File: src/rtl/uart_rx.sv
// uart_rx: 8N1 serial receiver with 2-flop input sync, mid-bit sampling and framing-error detection
module uart_rx #(
   parameter int CLKS_PER_BIT = 434,
   parameter int CTR_W        = 16
) (
   input  logic       i_clk,
   input  logic       i_rst,
   input  logic       i_rx_line,
   output logic [7:0] o_byte,
   output logic       o_data_valid,
   output logic       o_frame_err,
   output logic       o_busy
);
   localparam logic [CTR_W-1:0] HALF = CTR_W'((CLKS_PER_BIT - 1) / 2);
   localparam logic [CTR_W-1:0] FULL = CTR_W'(CLKS_PER_BIT - 1);
   typedef enum logic [2:0] {IDLE, START, DATA, STOP, BRK} state_t;
   state_t           state, state_n;
   logic [CTR_W-1:0] ctr, ctr_n;
   logic [2:0]       idx, idx_n;
   logic [7:0]       shreg, shreg_n, byte_n;
   logic             valid_n, ferr_n;
   logic             sync1, rx_s;
   assign o_busy = state != IDLE;
   // two-flop synchronizer, preset to the idle-high line level
   always_ff @(posedge i_clk or posedge i_rst) begin
      if (i_rst) begin
         sync1 <= 1'b1;
         rx_s  <= 1'b1;
      end else begin
         sync1 <= i_rx_line;
         rx_s  <= sync1;
      end
   end
   // state, counters, shift register and registered output strobes
   always_ff @(posedge i_clk or posedge i_rst) begin
      if (i_rst) begin
         state        <= IDLE;
         ctr          <= '0;
         idx          <= '0;
         shreg        <= '0;
         o_byte       <= '0;
         o_data_valid <= 1'b0;
         o_frame_err  <= 1'b0;
      end else begin
         state        <= state_n;
         ctr          <= ctr_n;
         idx          <= idx_n;
         shreg        <= shreg_n;
         o_byte       <= byte_n;
         o_data_valid <= valid_n;
         o_frame_err  <= ferr_n;
      end
   end
   // next-state: counter runs toward the per-state sample point and clears on every transition
   always_comb begin
      state_n = state;
      ctr_n   = ctr + 1'b1;
      idx_n   = idx;
      shreg_n = shreg;
      byte_n  = o_byte;
      valid_n = 1'b0;
      ferr_n  = 1'b0;
      case (state)
         IDLE: begin
            ctr_n = '0;
            if (!rx_s) state_n = START;
         end
         START: if (ctr == HALF) begin
            ctr_n   = '0;
            idx_n   = '0;
            state_n = rx_s ? IDLE : DATA;
         end
         DATA: if (ctr == FULL) begin
            ctr_n        = '0;
            shreg_n[idx] = rx_s;
            idx_n        = idx + 3'd1;
            if (idx == 3'd7) state_n = STOP;
         end
         STOP: if (ctr == FULL) begin
            ctr_n   = '0;
            state_n = rx_s ? IDLE : BRK;
            byte_n  = rx_s ? shreg : o_byte;
            valid_n = rx_s;
            ferr_n  = !rx_s;
         end
         BRK: begin
            ctr_n = '0;
            if (rx_s) state_n = IDLE;
         end
         default: state_n = IDLE;
      endcase
   end
endmodule

File: config.mk
export PLATFORM = sky130hd
export DESIGN_NAME = uart_rx
export DESIGN_NICKNAME = d
export VERILOG_FILES = /design/src/rtl/uart_rx.sv
export SDC_FILE = /design/constraint.sdc
export NUM_CORES = 1
export LEC_CHECK = 0
export CAP_MARGIN = 20
export CORE_UTILIZATION = 40
export CTS_CLUSTER_DIAMETER = 60
export DETAILED_ROUTE_END_ITERATION = 8
export GPL_ROUTABILITY_DRIVEN = 0
export PLACE_DENSITY = 0.69
export SLEW_MARGIN = 20
export SYNTH_ARGS = -nofsm -noshare
export SYNTH_HDL_FRONTEND = slang
export SYNTH_SLANG_ARGS = --single-unit
File: constraint.sdc
create_clock -name i_clk -period 7.4 [get_ports i_clk]
set_clock_uncertainty 0.05 [all_clocks]
set_input_delay 1.48 -clock i_clk [delete_from_list [all_inputs] [get_ports i_clk]]
set_output_delay 1.48 -clock i_clk [all_outputs]
set_load 0.01 [all_outputs]
After elaboration in Yosys (flattened, before gate mapping)
Cells that the tools add are included.

word-level totals
  register bits after elaboration = 42
  latch bits = 0
  RAM bits = 0
  ROM bits = 0
  memories kept = 0

operators by class
  add/sub/neg operators = 2
  $mul = 0
  div/mod/pow operators = 0
  order comparisons = 2
  equality and inequality tests = 13
  shift operators = 0
  muxes and demuxes = 22
  bitwise logic cells = 0
  reductions and logical operators = 11

operators by type and width
  cell                     number
  $pmux W16 S3             1
  $mux W16                 2
  $mux W3                  9
  $add A16 B1 Y16 const B  1
  $eq A16 B8 Y1 const B    1
  $eq A16 B9 Y1 const B    1
  $pmux W3 S5              1
  $ne A2 B2 Y1 const B     6
  $bwmux W8                1
  $eq A3 B2 Y1 const B     2
  $eq A3 B3 Y1 const B     2
  $pmux W3 S2              1
  $reduce_and A3 Y1        2
  $reduce_and A6 Y1        1
  $mux W1                  5
  $lt A3 B4 Y1 const B     1
  $reduce_or A2 Y1         2
  $add A3 B1 Y3 const B    1
  $demux W1 S3             1
  $eq A3 B1 Y1 const B     1
  $ge A3 B1 Y1 const B     1
  $logic_not A3 Y1         1
  $reduce_bool A3 Y1       1
  $mux W2                  1
  other kinds (4)          4

Depth between registers and ports, before layout
Gate-level depths: netlist (run 1).

  depth in word-level cells = 5
  gate-level depth with buffers = 7
  mapped depth without buffers = 6

Worst setup path before layout (run 1)
OpenSTA, ideal clock, no wires.

  path kind = reg-to-reg
  start = register ctr[2]
  end = register o_byte[0]
  arrival = 2.348 ns
  data required time = 7.225 ns
  slack = 4.878 ns
  stages on the path, launching flop included = 6
  buffers on the path = 1
  period minus slack after synthesis = 2.522 ns
  path through = dfrtp_1 > or4_4 > or4_1 > buf_2 > nor3_4 > mux2_2

between the ends
  word-level cells in the longest chain between the ends = 2

RTL lines
  what                                line  text
  start: declaration                  18    logic [CTR_W-1:0] ctr, ctr_n;
  start signal: assignment            46    ctr <= ctr_n;
  $eq A16 B9 Y1                       79    STOP: if (ctr == FULL) begin
  $reduce_and A3 Y1 (no source line)  --
  end signal: assignment              49    o_byte <= byte_n;
  end: declaration                    9     output logic [7:0] o_byte,

No other way between the ends.
A chain may end at the register's enable or synchronous reset.

Final worst setup path (run 1)
  start = register state[1]
  end = output port o_busy

between the ends
  word-level cells in the longest chain between the ends = 1

RTL lines
  what                      line  text
  start: declaration        17    state_t state, state_n;
  start signal: assignment  45    state <= state_n;
  $reduce_bool A3 Y1        23    assign o_busy = state != IDLE;
  end: declaration          12    output logic o_busy

No other way between the ends.

==> impl_metrics.py, run 1 <==
metrics = {
    "run_status": {
        "status": "finished, final reports clean",
    },
    "finish": {
        "syn_to_final_growth_pct": 14.14,
        "nNetsFinal": 210,
        "finalNonFillerCells": 272,
        "layout_commonest_cell": "dfrtp_1",
        "antennaDiodeCount": 0,
        "mostFrequentLayoutCells": "dfrtp_1, mux2_2, a21oi_1, clkdlybuf4s50_1",
        "drive_gt1_frac": 0.1733,
    },
    "worst_setup_path": {
        "critPathRequiredTime_ns": 5.87,
        "critical_path_class": "reg2out",
        "critPathArrivalTime_ns": 1.60,
        "cp-end-kind": "primary output",
        "rrSetupSlack_ns": 4.62,
        "start_kind": "flop",
        "crit_fanout": 9,
    },
    "clock_tree": {
        "cts_resized": 0,
        "cts_max_path_buffers": 2,
        "cts_buffers": 5,
        "cts_tree": "built",
        "clk_pin_slew_ns": 0.08,
        "clockRootBuffer": "clkbuf_8",
        "clock_latency_ns": 0.29,
        "cts_setup_buffers": 0,
        "hold_buffers": 0,
        "htreeDepth": 2,
        "clock-sinks": 42,
    },
    "place": {
        "hpwl_um": 2463,
        "port_buffers": 13,
        "place_inst": 264,
    },
    "logic_synthesis": {
        "ys_types": 38,
        "synth_seq_area_share": 0.5003,
        "synthCells": 191,
        "synth_area_um2": 2106,
        "ys_warn_count": 0,
        "synth_area_per_cell_um2": 11.02,
        "synthesis.nets": 200,
        "ys_seq_elements": 42,
    },
    "timing": {
        "hold_viol_final": 0,
        "max_slew_margin": 0.5083,
        "hold-worst-slack_ns": 0.3090,
        "fmax_mhz": 319.4,
        "worst_slew_pin_slew_ns": 0.7368,
        "fin_crit_ns": 3.131,
        "period_share": 0.4231,
        "slew_violations": 0,
        "setup_viol": 0,
        "rsz0062_at_grt": "no",
        "finalSetupTns_ns": 0,
    },
    "floorplan": {
        "ioPinCount": 14,
        "die_h_um": 74.56,
        "start_util": 0.4149,
        "std_cell_rows": 26,
        "die_area_um2": 5558,
        "core_um2": 5075,
        "dieWidth_um": 74.56,
    },
    "worst_hold_path": {
        "hold_class": "reg2reg",
    },
    "power_and_ir_drop": {
        "totalPowerFinal_mw": 0.4201,
        "cellPowerDensity_nw_per_um2": 174.8,
        "ir_worst_vdd_mv": 0.1200,
        "p_leak_nw": 1.038,
    },
    "grt": {
        "overflow": 0,
        "grt_max_degree": 43,
        "grt_pass1_wl_um": 6237,
        "grt_pass1_vias": 1348,
        "antenna_found_initial": 0,
        "track_usage": 0.1494,
    },
    "route": {
        "vias": 1452,
        "firstDrtPassIters": 4,
        "drcViolationCount": 0,
        "drtIter0Drc": 60,
        "wl_um": 3700,
        "drtAntennaViolNets": 0,
        "viasPerCell": 5.338,
        "routedWlPerCell_um": 13.60,
    },
    "job": {
        "maxCapViolations": 0,
    },
}
[layer usage]
| metal | track usage | wire length, µm |
|---|---|---|
| met3 | 0.03252 | 108 |
| met1 | 0.2059 | 1848 |
| met4 | 0.05031 | 40 |
| met5 | 0 | 0 |
| met2 | 0.2342 | 1702 |
[Yosys cell counts]
cell type / count / share of area
a211oi_1: 1 / 0.0036
a21bo_2: 1 / 0.0048
a21boi_0: 1 / 0.0036
a21o_1: 1 / 0.0036
a21oi_1: 16 / 0.038
a22o_1: 2 / 0.0083
a22oi_1: 3 / 0.011
a2bb2oi_2: 1 / 0.0071
and3_1: 3 / 0.0089
and4_1: 1 / 0.0042
buf_2: 2 / 0.0048
clkbuf_1: 9 / 0.016
dfrtp_1: 40 / 0.48
dfstp_2: 2 / 0.025
ha_1: 6 / 0.036
inv_1: 4 / 0.0071
mux2_2: 17 / 0.091
nand2_1: 8 / 0.014
nand2b_1: 2 / 0.0059
nand3_1: 9 / 0.021
nand3b_1: 2 / 0.0071
nand4_1: 8 / 0.024
nand4b_1: 4 / 0.017
nand4bb_1: 1 / 0.0053
nor2_1: 8 / 0.014
nor2b_1: 2 / 0.0059
nor3_1: 5 / 0.012
nor3_4: 1 / 0.0077
nor4_1: 5 / 0.015
nor4_4: 1 / 0.010
o21ai_0: 2 / 0.0048
o21ai_1: 1 / 0.0024
or3_1: 4 / 0.012
or3b_2: 1 / 0.0042
or4_1: 3 / 0.011
or4_4: 1 / 0.0053
xnor2_1: 9 / 0.037
xor2_1: 4 / 0.017
[logic make-up (layout without fill, tap and decap cells)]
| family | after synthesis | count (layout) | share of synthesized area |
|---|---|---|---|
| DFF | 42 | 42 | 0.5003 |
| adders and majority gates | 6 | 6 | 0.03565 |
| AOI/OAI and AO/OA | 29 | 29 | 0.08675 |
| and+or+nand+nor | 69 | 69 | 0.2044 |
| buffers and inverters | 15 | 26 | 0.02792 |
| muxes | 17 | 17 | 0.09091 |
| xor gates and xnor gates | 13 | 13 | 0.05407 |
[final cells by class]
| type | count | area (µm²) |
|---|---|---|
| sequential | 42 | 1054 |
| clock buffer | 5 | 68.82 |
| multi-input combinational | 134 | 997.2 |
| clock inverter | 3 | 43.79 |
| tap | 70 | 87.58 |
| timing repair buffer | 14 | 137.6 |
| fill | 500 | 2671 |
| inverter | 4 | 15.01 |
[worst paths after layout]
path / start / to / cells after the start
setup / recovery: state[1] / o_busy / 2
hold / removal: sync1 / rx_s / 0
setup reg to reg: ctr[2] / o_byte[6] / 4
hold reg to reg: sync1 / rx_s / 0
max in group asynchronous: i_rst / sync1 / 3
min in group asynchronous: i_rst / o_byte[5] / 3
[power by group]
part / internal, mW / leakage, nW / switching [mW]
Sequential: 0.230 / 0.565 / 0.00104
Combinational: 0.00153 / 0.414 / 0.00484
Clock: 0.101 / 0.0585 / 0.0812
[worst max-delay path, stage by stage, from the launching register on]
cell	delay, ns
dfrtp_1	0.47
or3_1	0.36
clkdlybuf4s50_1	0.48
[per-stage QoR]
stage / setup WS (ns) / area, µm² / util
final: 4.269 / 2404 / 0.4736
after global routing: 4.216 / 2404 / 0.4736
after CTS: 4.266 / 2400 / 0.4729
after detailed placement: 4.592 / 2287 / 0.4507
after global placement: 4.613 / 2287 / 0.4507
after floorplan: 4.878 / 2106 / -
[registers in the layout, summed over array words and instances, names as in the netlist]
register      flops
ctr              16
o_byte            8
shreg             8
idx               3
state             3
o_data_valid      1
o_frame_err       1
rx_s              1
sync1             1
No activity file was read; power rests on OpenSTA's default activity.
==> run 2: changes to the inputs <==
--- a/config.mk
+++ b/config.mk
@@ -10,7 +10,7 @@
 export CTS_CLUSTER_DIAMETER = 60
 export DETAILED_ROUTE_END_ITERATION = 8
 export GPL_ROUTABILITY_DRIVEN = 0
-export PLACE_DENSITY = 0.69
+export PLACE_DENSITY = 0.71
 export SLEW_MARGIN = 20
 export SYNTH_ARGS = -nofsm -noshare
 export SYNTH_HDL_FRONTEND = slang
==> constraint.sdc (replaced) <==
create_clock -name i_clk -period 2.63 [get_ports i_clk]
set_clock_uncertainty 0.05 [all_clocks]
set_input_delay 0.526 -clock i_clk [delete_from_list [all_inputs] [get_ports i_clk]]
set_output_delay 0.526 -clock i_clk [all_outputs]
set_load 0.01 [all_outputs]
==> impl_metrics.py, run 2 (synthesis results as in run 1) <==
metrics = {
    "worst_hold_path": {
        "min_from": "sync1",
        "hold_class": "reg2reg",
    },
    "route": {
        "drtIter0Drc": 112,
        "drtAntennaViolNets": 0,
        "drcViolationCount": 0,
        "routedWlPerCell_um": 14.06,
        "firstDrtPassIters": 4,
        "wl_um": 3909,
        "viasPerCell": 5.299,
        "vias": 1473,
    },
    "clock_tree": {
        "clockRootBuffer": "clkbuf_8",
        "cts_setup_buffers": 0,
        "hold_buffers": 0,
        "clock-sinks": 42,
        "cts_max_path_buffers": 2,
        "clk_pin_slew_ns": 0.09,
        "cts_tree": "built",
        "cts_buffers": 5,
        "cts_resized": 0,
        "clock_latency_ns": 0.29,
        "htreeDepth": 2,
    },
    "finish": {
        "drive_gt1_frac": 0.1923,
        "top_register": "ctr",
        "mostFrequentLayoutCells": "dfrtp_1, mux2_2, a21oi_1, clkdlybuf4s50_1",
        "reg_top3": "ctr (16), o_byte (8), shreg (8)",
        "nNetsFinal": 216,
        "layout_commonest_cell": "dfrtp_1",
        "largest_register_ffs": 16,
        "fillers": 491,
        "syn_to_final_growth_pct": 15.81,
        "finalNonFillerCells": 278,
        "antennaDiodeCount": 0,
    },
    "power_and_ir_drop": {
        "internal-power_mw": 0.8439,
        "switching_share": 0.2299,
        "pwr-share-clk": 0.390,
        "cellPowerDensity_nw_per_um2": 449.3,
        "p_comb_frac": 0.016,
        "switching_power_mw": 0.2519,
        "p_seq_frac": 0.594,
        "totalPowerFinal_mw": 1.096,
        "p_leak_nw": 1.055,
        "ir_worst_vdd_mv": 0.3202,
    },
    "timing": {
        "max_slew_margin": 0.6215,
        "hold_viol_final": 0,
        "setup_viol": 0,
        "period_share": 0.9538,
        "finalSetupTns_ns": 0,
        "rsz0062_at_grt": "no",
        "slew_violations": 0,
        "fin_crit_ns": 2.509,
        "worst_slew_pin_slew_ns": 0.5656,
        "fmax_mhz": 398.6,
    },
    "grt": {
        "grt_max_degree": 43,
        "grt_pass1_vias": 1417,
        "overflow": 0,
        "grt_pass1_wl_um": 6596,
        "antenna_found_initial": 0,
        "track_usage": 0.1564,
    },
    "floorplan": {
        "std_cell_rows": 26,
        "die_area_um2": 5558,
        "die_h_um": 74.56,
        "dieWidth_um": 74.56,
        "ioPinCount": 14,
        "core_um2": 5075,
        "start_util": 0.4149,
    },
    "worst_setup_path": {
        "crit_fanout": 8,
        "critical_path_class": "reg2reg",
        "worstPathCellList": "or4_4, or4_1, nor3_4, mux2_2",
        "critPathSlowestCell": "or4_1",
        "max_stage_delay_ns": 0.62,
        "r2r-start": "ctr[11]",
        "startpoint": "ctr[11]",
        "start_kind": "flop",
        "crit_buf_inv": 0,
        "critPathArrivalTime_ns": 2.64,
        "critPathRequiredTime_ns": 2.76,
        "cp-end-kind": "flop",
        "critPathTopFamily": "simple AND/OR/NAND/NOR gates",
    },
    "place": {
        "place_inst": 270,
        "hpwl_um": 2710,
        "port_buffers": 13,
    },
    "job": {
        "maxCapViolations": 0,
    },
    "run_status": {
        "status": "finished, final reports clean",
    },
}
run 2: cell types whose count changed in the layout (fill, tap and decap cells not counted):
cell        before  now
clkinvlp_4       0    1
o21ai_2          1    0
clkinv_2         1    0
bufinv_16        1    0
clkinv_4         0    1
buf_12           0    1
o21ai_1          0    1
buf_4            1    6
run 2: per-layer routing:
metal / share of wire / global-route usage / wire (µm) / vias to the layer above
met2: 0.51 / 0.2603 / 1990 / 25
li1: - / - / - / 731
met4: 0.0054 / 0.04403 / 21 / 0
met1: 0.46 / 0.2014 / 1783 / 715
met5: 0 / 0 / 0 / -
met3: 0.029 / 0.04065 / 114 / 2
run 2: final timing paths:
path | end | depth (start not counted) | slack (ns)
worst max-delay path | o_byte[3] | 4 | 0.12
worst min-delay path | rx_s | 0 | 0.31
worst max register to register | o_byte[3] | 4 | 0.12
worst min register to register | rx_s | 0 | 0.31
max in group asynchronous | rx_s | 3 | 1.54
min in group asynchronous | o_byte[5] | 3 | 0.61
run 2: cell type report:
type	instances	area, µm²	area share
clock buffer	5	68.82	0.02822
sequential	42	1054	0.4320
multi-input combinational	134	993.5	0.4074
clock inverter	3	25.02	0.01026
timing repair buffer	20	195.2	0.08004
tap	70	87.58	0.03592
inverter	4	15.01	0.006157
run 2: per-stage QoR:
| stage | utilization | setup slack [ns] | hold WS (ns) | instance area [µm²] |
|---|---|---|---|---|
| after floorplan | - | 0.1077 | 0.2952 | 2106 |
| after global placement | 0.4620 | 0.1065 | 0.2968 | 2345 |
| after CTS | 0.4805 | 0.04289 | 0.3103 | 2439 |
| final | 0.4805 | 0.1215 | 0.3095 | 2439 |
| after detailed placement | 0.4620 | 0.05763 | 0.2981 | 2345 |
| after global routing | 0.4805 | 0.01155 | 0.3120 | 2439 |
run 2: worst register-to-register path, cell delays in order, from the launching register on:
cell and delay, ns:
dfrtp_1 0.44, or4_4 0.54, or4_1 0.62, nor3_4 0.37, mux2_2 0.39
run 2: power by group through the flow:
stage / registers (mW) / logic [mW] / clock network (mW)
2_1_floorplan: 0.661 / 0.0127 / 0
3_3_place_gp: 0.664 / 0.0190 / 0
3_5_place_dp: 0.664 / 0.0189 / 0
4_1_cts: 0.651 / 0.0189 / 0.438
5_1_grt: 0.652 / 0.0211 / 0.466
6_report: 0.651 / 0.0178 / 0.427
==> run 3: changes to the inputs <==
--- a/config.mk
+++ b/config.mk
@@ -10,8 +10,9 @@
 export CTS_CLUSTER_DIAMETER = 60
 export DETAILED_ROUTE_END_ITERATION = 8
 export GPL_ROUTABILITY_DRIVEN = 0
-export PLACE_DENSITY = 0.71
+export PLACE_DENSITY_LB_ADDON = 0.08
 export SLEW_MARGIN = 20
 export SYNTH_ARGS = -nofsm -noshare
 export SYNTH_HDL_FRONTEND = slang
 export SYNTH_SLANG_ARGS = --single-unit
+export TNS_END_PERCENT = 5
==> impl_metrics.py, run 3 (synthesis results as in run 1) <==
metrics = {
    "run_status": {
        "status": "finished, final reports clean",
    },
    "place": {
        "pre_cts_slack_ns": 0.05785,
        "port_buffers": 13,
        "hpwl_um": 2855,
    },
    "power_and_ir_drop": {
        "ir_worst_vdd_mv": 0.2677,
        "p_leak_nw": 1.078,
        "cellPowerDensity_nw_per_um2": 516.4,
        "totalPowerFinal_mw": 1.282,
    },
    "timing": {
        "setup_viol": 0,
        "max_slew_margin": 0.6058,
        "period_share": 0.9603,
        "worst_slew_pin_slew_ns": 0.5891,
        "fin_crit_ns": 2.526,
        "fmax_mhz": 396.0,
        "rsz0062_at_grt": "no",
        "hold_viol_final": 0,
        "finalSetupTns_ns": 0,
        "slew_violations": 0,
        "setup_slack_ns": 0.1045,
    },
    "clock_tree": {
        "cts_tree": "built",
        "cts_max_path_buffers": 2,
        "clock-sinks": 42,
        "clock_latency_ns": 0.30,
        "htreeDepth": 2,
        "cts_setup_buffers": 0,
        "clockRootBuffer": "clkbuf_8",
        "hold_buffers": 0,
        "cts_resized": 0,
        "clk_pin_slew_ns": 0.08,
        "cts_buffers": 5,
    },
    "finish": {
        "mostFrequentLayoutCells": "dfrtp_1, mux2_2, a21oi_1, clkdlybuf4s50_1",
        "top_register": "ctr",
        "layout_commonest_cell": "dfrtp_1",
        "reg_top3": "ctr (16), o_byte (8), shreg (8)",
        "nNetsFinal": 216,
        "drive_gt1_frac": 0.1923,
        "syn_to_final_growth_pct": 17.88,
        "largest_register_ffs": 16,
        "antennaDiodeCount": 0,
        "fillers": 488,
    },
    "route": {
        "vias": 1486,
        "drtIter0Drc": 50,
        "firstDrtPassIters": 4,
        "viasPerCell": 5.345,
        "wl_um": 4161,
        "drcViolationCount": 0,
        "drtAntennaViolNets": 0,
        "routedWlPerCell_um": 14.97,
    },
    "floorplan": {
        "std_cell_rows": 26,
        "die_area_um2": 5558,
        "ioPinCount": 14,
        "dieWidth_um": 74.56,
        "start_util": 0.4149,
        "core_um2": 5075,
        "die_h_um": 74.56,
    },
    "grt": {
        "antenna_found_initial": 0,
        "grt_max_degree": 43,
        "grt_pass1_wl_um": 6886,
        "overflow": 0,
        "grt_pass1_vias": 1409,
        "track_usage": 0.1673,
    },
    "worst_setup_path": {
        "start_kind": "flop",
        "critical_path_class": "reg2reg",
        "critPathRequiredTime_ns": 2.76,
        "cp-end-kind": "flop",
        "crit_fanout": 8,
        "critPathArrivalTime_ns": 2.66,
    },
    "job": {
        "maxCapViolations": 0,
    },
    "worst_hold_path": {
        "hold_class": "reg2reg",
    },
}
-- run 3: changes by cell type in the layout (fill, tap and decap cells not counted) --
cell        change
clkinvlp_4      -1
bufinv_16       +2
inv_6           -1
-- run 3: critical path: stages (launching register included) --
cell and delay [ns]:
dfrtp_1 0.44, or4_4 0.53, or4_1 0.62, nor3_4 0.39
mux2_2 0.39
-- run 3: layout make-up --
| type | instances | area (µm²) | area share |
|---|---|---|---|
| multi-input combinational | 134 | 993.5 | 0.4002 |
| inverter | 4 | 15.01 | 0.006048 |
| tap | 70 | 87.58 | 0.03528 |
| timing repair buffer | 20 | 195.2 | 0.07863 |
| clock inverter | 3 | 68.82 | 0.02772 |
| sequential | 42 | 1054 | 0.4244 |
| clock buffer | 5 | 68.82 | 0.02772 |
-- run 3: final timing paths --
path	start	to	slack, ns	cells after the start
worst max-delay path	ctr[11]	o_byte[2]	0.10	4
worst min-delay path	sync1	rx_s	0.31	0
worst max register to register	ctr[11]	o_byte[2]	0.10	4
worst min register to register	sync1	rx_s	0.31	0
max in group asynchronous	i_rst	sync1	1.54	3
min in group asynchronous	i_rst	o_byte[5]	0.60	3
-- run 3: power breakdown --
| group | total [mW] | leakage [nW] | switching (mW) | internal (mW) |
|---|---|---|---|---|
| clock network | 0.613 | 0.0683 | 0.232 | 0.380 |
| logic | 0.0182 | 0.445 | 0.0139 | 0.00433 |
| registers | 0.651 | 0.565 | 0.00308 | 0.648 |
| total | 1.28 | 1.08 | 0.249 | 1.03 |
-- run 3: per-layer routing --
metal	part of all wire	GRT usage
met1	0.47	0.2286
met2	0.49	0.2623
met3	0.027	0.02846
met4	0.020	0.07128
met5	0	0
-- run 3: through the flow --
stage	utilization	instance area (µm²)	hold WS (ns)	std cells
final	0.4892	2482	0.3076	278
after global routing	0.4892	2482	0.3175	278
after CTS	0.4892	2482	0.3091	278
after detailed placement	0.4620	2345	0.2968	270
after global placement	0.4620	2345	0.2958	270
after floorplan	-	2106	0.2952	191
